$ cat config.mk
export PLATFORM = sky130hd
export DESIGN_NAME = addressing_sequencer
export DESIGN_NICKNAME = d
export VERILOG_FILES = /design/src/rtl/addressing_sequencer.sv
export SDC_FILE = /design/constraint.sdc
export NUM_CORES = 1
export LEC_CHECK = 0
export ABC_CLOCK_PERIOD_IN_PS = 2300
export CAP_MARGIN = 30
export CORE_AREA = 2 2 39 41
export DETAILED_ROUTE_END_ITERATION = 10
export DIE_AREA = 0 0 41 43
export DONT_BUFFER_PORTS = 1
export SLEW_MARGIN = 20
export SYNTH_ARGS = -nofsm -noshare
export SYNTH_HDL_FRONTEND = slang
export SYNTH_SLANG_ARGS = --single-unit
$ cat constraint.sdc
create_clock -name clk -period 2.3 [get_ports clk]
set_input_delay 0.46 -clock clk [delete_from_list [all_inputs] [get_ports clk]]
set_output_delay 0.46 -clock clk [all_outputs]
set_load 0.02 [all_outputs]
$ cat src/rtl/addressing_sequencer.sv
// Control FSM for the FIR processor addressing unit: fetch/increment/decode/memory phases.
// Optional memory-wait timeout enabled by defining ADDRSEQ_MEMTIMEOUT_EN.
module addressing_sequencer #(
   parameter int TIMEOUT = 16
) (
   input  logic       clk,
   input  logic       reset,
   input  logic [3:0] Opcode,
   input  logic       Zero,
   input  logic       MemReady,
   output logic       ResetPC,
   output logic       PCplusI,
   output logic       PCplus1,
   output logic       RplusI,
   output logic       Rplus0,
   output logic       PCenable,
   output logic       ReadMem,
   output logic       WriteMem,
   output logic       IRload,
   output logic       RegLoad,
   output logic       ExecEn,
   output logic       Halted,
   output logic       Fault,
   output logic [2:0] State
);

   typedef enum logic [2:0] {
      S_RST    = 3'd0,
      S_FETCH  = 3'd1,
      S_INCR   = 3'd2,
      S_DECODE = 3'd3,
      S_MEMRD  = 3'd4,
      S_MEMWR  = 3'd5,
      S_HALTED = 3'd6,
      S_FAULT  = 3'd7
   } state_t;

   state_t r_state;
   state_t w_next;
   logic   w_wait_state;
   logic   w_timeout;

   assign w_wait_state = (r_state == S_FETCH) || (r_state == S_MEMRD) || (r_state == S_MEMWR);

`ifdef ADDRSEQ_MEMTIMEOUT_EN
   localparam logic [7:0] C_LAST = 8'(TIMEOUT - 1);
   logic [7:0] r_wait_cnt;

   // Counter restarts whenever the FSM changes state, which covers every entry into a wait state.
   always_ff @(posedge clk or posedge reset) begin
      if (reset)
         r_wait_cnt <= 8'd0;
      else if (w_next != r_state)
         r_wait_cnt <= 8'd0;
      else if (w_wait_state && !MemReady)
         r_wait_cnt <= r_wait_cnt + 8'd1;
   end

   assign w_timeout = w_wait_state && !MemReady && (r_wait_cnt == C_LAST);
`else
   logic [7:0] w_unused_timeout;
   assign w_unused_timeout = 8'(TIMEOUT);
   assign w_timeout = 1'b0;
`endif

   always_ff @(posedge clk or posedge reset) begin
      if (reset)
         r_state <= S_RST;
      else
         r_state <= w_next;
   end

   always_comb begin
      w_next   = r_state;
      ResetPC  = 1'b0;
      PCplusI  = 1'b0;
      PCplus1  = 1'b0;
      RplusI   = 1'b0;
      Rplus0   = 1'b0;
      PCenable = 1'b0;
      ReadMem  = 1'b0;
      WriteMem = 1'b0;
      IRload   = 1'b0;
      RegLoad  = 1'b0;
      ExecEn   = 1'b0;
      Halted   = 1'b0;
      Fault    = 1'b0;
      case (r_state)
         S_RST: begin
            ResetPC  = 1'b1;
            PCenable = 1'b1;
            w_next   = S_FETCH;
         end
         S_FETCH: begin
            ReadMem = 1'b1;
            if (MemReady) begin
               IRload = 1'b1;
               w_next = S_INCR;
            end else if (w_timeout) begin
               w_next = S_FAULT;
            end
         end
         S_INCR: begin
            PCplus1  = 1'b1;
            PCenable = 1'b1;
            w_next   = S_DECODE;
         end
         S_DECODE: begin
            w_next = S_FETCH;
            case (Opcode)
               4'b0000: w_next = S_FETCH;
               4'b0001: w_next = S_HALTED;
               4'b0010: w_next = S_MEMRD;
               4'b0011: w_next = S_MEMWR;
               4'b0100: begin
                  PCplusI  = 1'b1;
                  PCenable = 1'b1;
               end
               4'b0101: begin
                  PCplusI  = Zero;
                  PCenable = Zero;
               end
               4'b0110: begin
                  Rplus0   = 1'b1;
                  PCenable = 1'b1;
               end
               default: ExecEn = 1'b1;
            endcase
         end
         S_MEMRD: begin
            RplusI  = 1'b1;
            ReadMem = 1'b1;
            if (MemReady) begin
               RegLoad = 1'b1;
               w_next  = S_FETCH;
            end else if (w_timeout) begin
               w_next = S_FAULT;
            end
         end
         S_MEMWR: begin
            Rplus0   = 1'b1;
            WriteMem = 1'b1;
            if (MemReady)
               w_next = S_FETCH;
            else if (w_timeout)
               w_next = S_FAULT;
         end
         S_HALTED: Halted = 1'b1;
         S_FAULT:  Fault  = 1'b1;
         default:  w_next = S_RST;
      endcase
   end

   assign State = r_state;

endmodule

==> flow_summary.yaml <==
outcome:
  status: "complete, no violations"
floorplanning:
  die_area_um2: 1760
  die_w_um: 41
  coreArea_um2: 1380
  start_util: 0.235
  rows: 14
  ios: 24
  die_h_um: 43
setup_path:
  start_kind: "flop"
  crit_arrival_ns: 1.60
  ff2ff_path_depth: 3
  rrSetupSlack_ns: 1.05
  crit_type: "reg2out"
  worst_setup_path_end_kind: "primary output"
  reg2reg_from: "State[2]$_DFFE_PP0P_"
  crit_end: "PCenable"
  crit_start: "State[2]$_DFFE_PP0P_"
  critPathRequiredTime_ns: 1.84
  r2r-end: "State[0]$_DFFE_PP0P_"
  cp_max_fo: 3
hold_path:
  whs_path_depth: 2
  hp-class: "in2reg"
  min-delay-start: "Opcode[1]"
clock_tree:
  clockBufferDepth: 2
  cts-buffers-inserted: 3
  cts_root_buf: "clkbuf_4"
  clkTransAtPathRegs_ns: 0.04
  clk_latency_ns: 0.23
  post_cts_buffers: 0
  numClockSinks: 3
  cts_tree: "yes"
  htree_num_levels: 1
synth:
  synthesis.area_um2: 325
  synthFlopType: "dfrtp_1"
  netlist.area_leader.share: 0.231
  postSynthCellCount: 43
  syn_avg_cell_area_um2: 7.57
  synth_commonest_cells: "nor2_1, inv_1, a21oi_1, dfrtp_1, nor3_1"
  synth.area.top_cells: "dfrtp_1, nor2_1, nand3b_4, inv_1, o32ai_2"
  synth.distinct_cells: 23
  synth_seq_cells: 3
  async_flop_share: 1.00
  synth_most_common_cell: "nor2_1"
  synth.largest_area_cell: "dfrtp_1"
  syn_nets: 51
  yosysSeqAreaShare: 0.231
  yosys_warnings: 0
  synth_edf_count: 0
power:
  leakagePower_nw: 0.184
  powerDensity_nw_per_um2: 1520
  vdd_drop_max_mv: 0.383
  power.share.sequential: 0.159
  p_switching_mw: 0.326
  comb_power_share: 0.692
  clockPowerShare: 0.149
  p_sw_frac: 0.533
  internal-power_mw: 0.285
timing:
  setup_tns_ns: 0
  fin_skew_ns: 0.00240
  slew_headroom: 0.581
  min_period_over_period: 0.896
  setup_violations: 0
  fmax_ghz: 0.485
  final-hold-violation-count: 0
  layout_min_cycle_time_ns: 2.06
  grt_setup_unrepaired: "false"
  worstMarginPinSlew_ns: 0.623
  drv_slew: 0
layout:
  fin_nets: 60
  largest_reg_flops: 3
  drive_above_1_share: 0.255
  fillCellCount: 159
  area_delta_synth_final_pct: 23.8
  instances_no_fill: 67
  antenna_cells: 0
  ff_latch_area_um2: 75.1
  multi_input_area_um2: 208
global_routing:
  grt_util_met2: 0.175
  top_usage_layer: "met2"
  grt_pass1_vias: 318
  met3_usage: 0.0419
  met1_usage: 0.115
  grt_remaining_overflow: 0
  grt_pass1_wl_mm: 1.28
  antenna_found_initial: 0
  grt_max_degree: 11
  gr-usage-all-layers: 0.109
place:
  post-dp-hpwl_um: 715
  placed_cells: 62
  gp_congestion: 0.726
  portBuffers: 0
detailed_routing:
  drt_iter0_markers: 6
  firstDrtPassIters: 4
  antenna_left: 0
  drc_errors: 0
  vias: 336
  via_per_inst: 5.01
  routedWlPerCell_um: 13.1
  drt_wl_total_um: 881
flow_run:
  drv_cap: 0
## worst max-delay path, stage by stage, from the launching register on
cell      delay, ns
dfrtp_1        0.36
nand3b_4       0.16
or3b_4         0.39
o32ai_2        0.45
## power by group through the flow
stage	sequential, mW	combinational [mW]	clock [mW]
after floorplan	0.122	0.334	0
after global placement	0.0975	0.418	0
after detailed placement	0.0989	0.425	0
after CTS	0.0982	0.429	0.0957
after global routing	0.101	0.461	0.104
final	0.0975	0.423	0.0909
## worst min path at each step
| stage | to | slack (ns) |
|---|---|---|
| after floorplan | State[0]$_DFFE_PP0P_ | 0.21 |
| after global placement | State[0]$_DFFE_PP0P_ | 0.22 |
| after detailed placement | State[0]$_DFFE_PP0P_ | 0.23 |
| after CTS | State[2]$_DFFE_PP0P_ | 0.40 |
| after global routing | State[2]$_DFFE_PP0P_ | 0.41 |
| final | State[2]$_DFFE_PP0P_ | 0.41 |
## logic make-up after synthesis
| logic type | after synthesis | synth area share |
|---|---|---|
| simple gates | 22 | 0.400 |
| compound gates | 9 | 0.212 |
| buf+inv | 8 | 0.131 |
| flops | 3 | 0.231 |
| xor+xnor | 1 | 0.0269 |
## layout make-up
cell class / instances / area share
multi-input cells: 32 / 0.516
flip-flops and latches: 3 / 0.186
repair buffers: 7 / 0.137
clock buffers: 4 / 0.0652
well taps: 16 / 0.0497
inverters: 5 / 0.0466
## cell usage in the layout (no fill, tap or decap), drive strengths merged
master / count
dfrtp: 3
o221a: 1
and2b: 1
or3b: 1
clkbuf: 4
nand2: 2
buf: 6
nand3b: 1
a31oi: 2
a21oi: 3
nor3: 3
or3: 1
nand2b: 2
xnor2: 1
o32ai: 2
or4: 1
nand3: 1
or2b: 1
inv: 5
o21ai: 1
dlygate4sd3: 1
nor2: 8
## routing by layer
metal  share of wire  up-vias  wire [µm]
met4               0        0          0
li1                -      165          -
met5               0        -          0
met3           0.098        0         86
met2            0.51       16        445
met1            0.40      155        350
## what timing repair did
action / in CTS / in global routing
gates resized for setup: 0 / 0
setup endpoints to repair: 0 / 0
hold endpoints to repair: 3 / 0
hold buffers: 1 / 0
## metrics by stage
step	setup slack, ns	power [mW]	hold WS (ns)	utilization	cell area, µm²
finish	0.238	0.611	0.406	0.291	403
CTS	0.219	0.623	0.404	0.291	403
global placement	0.486	0.515	0.224	0.265	367
floorplan	0.121	0.456	0.214	-	325
global route	0.167	0.666	0.414	0.291	403
detailed placement	0.472	0.524	0.232	0.265	367
Power figures use the tool's default switching activity.
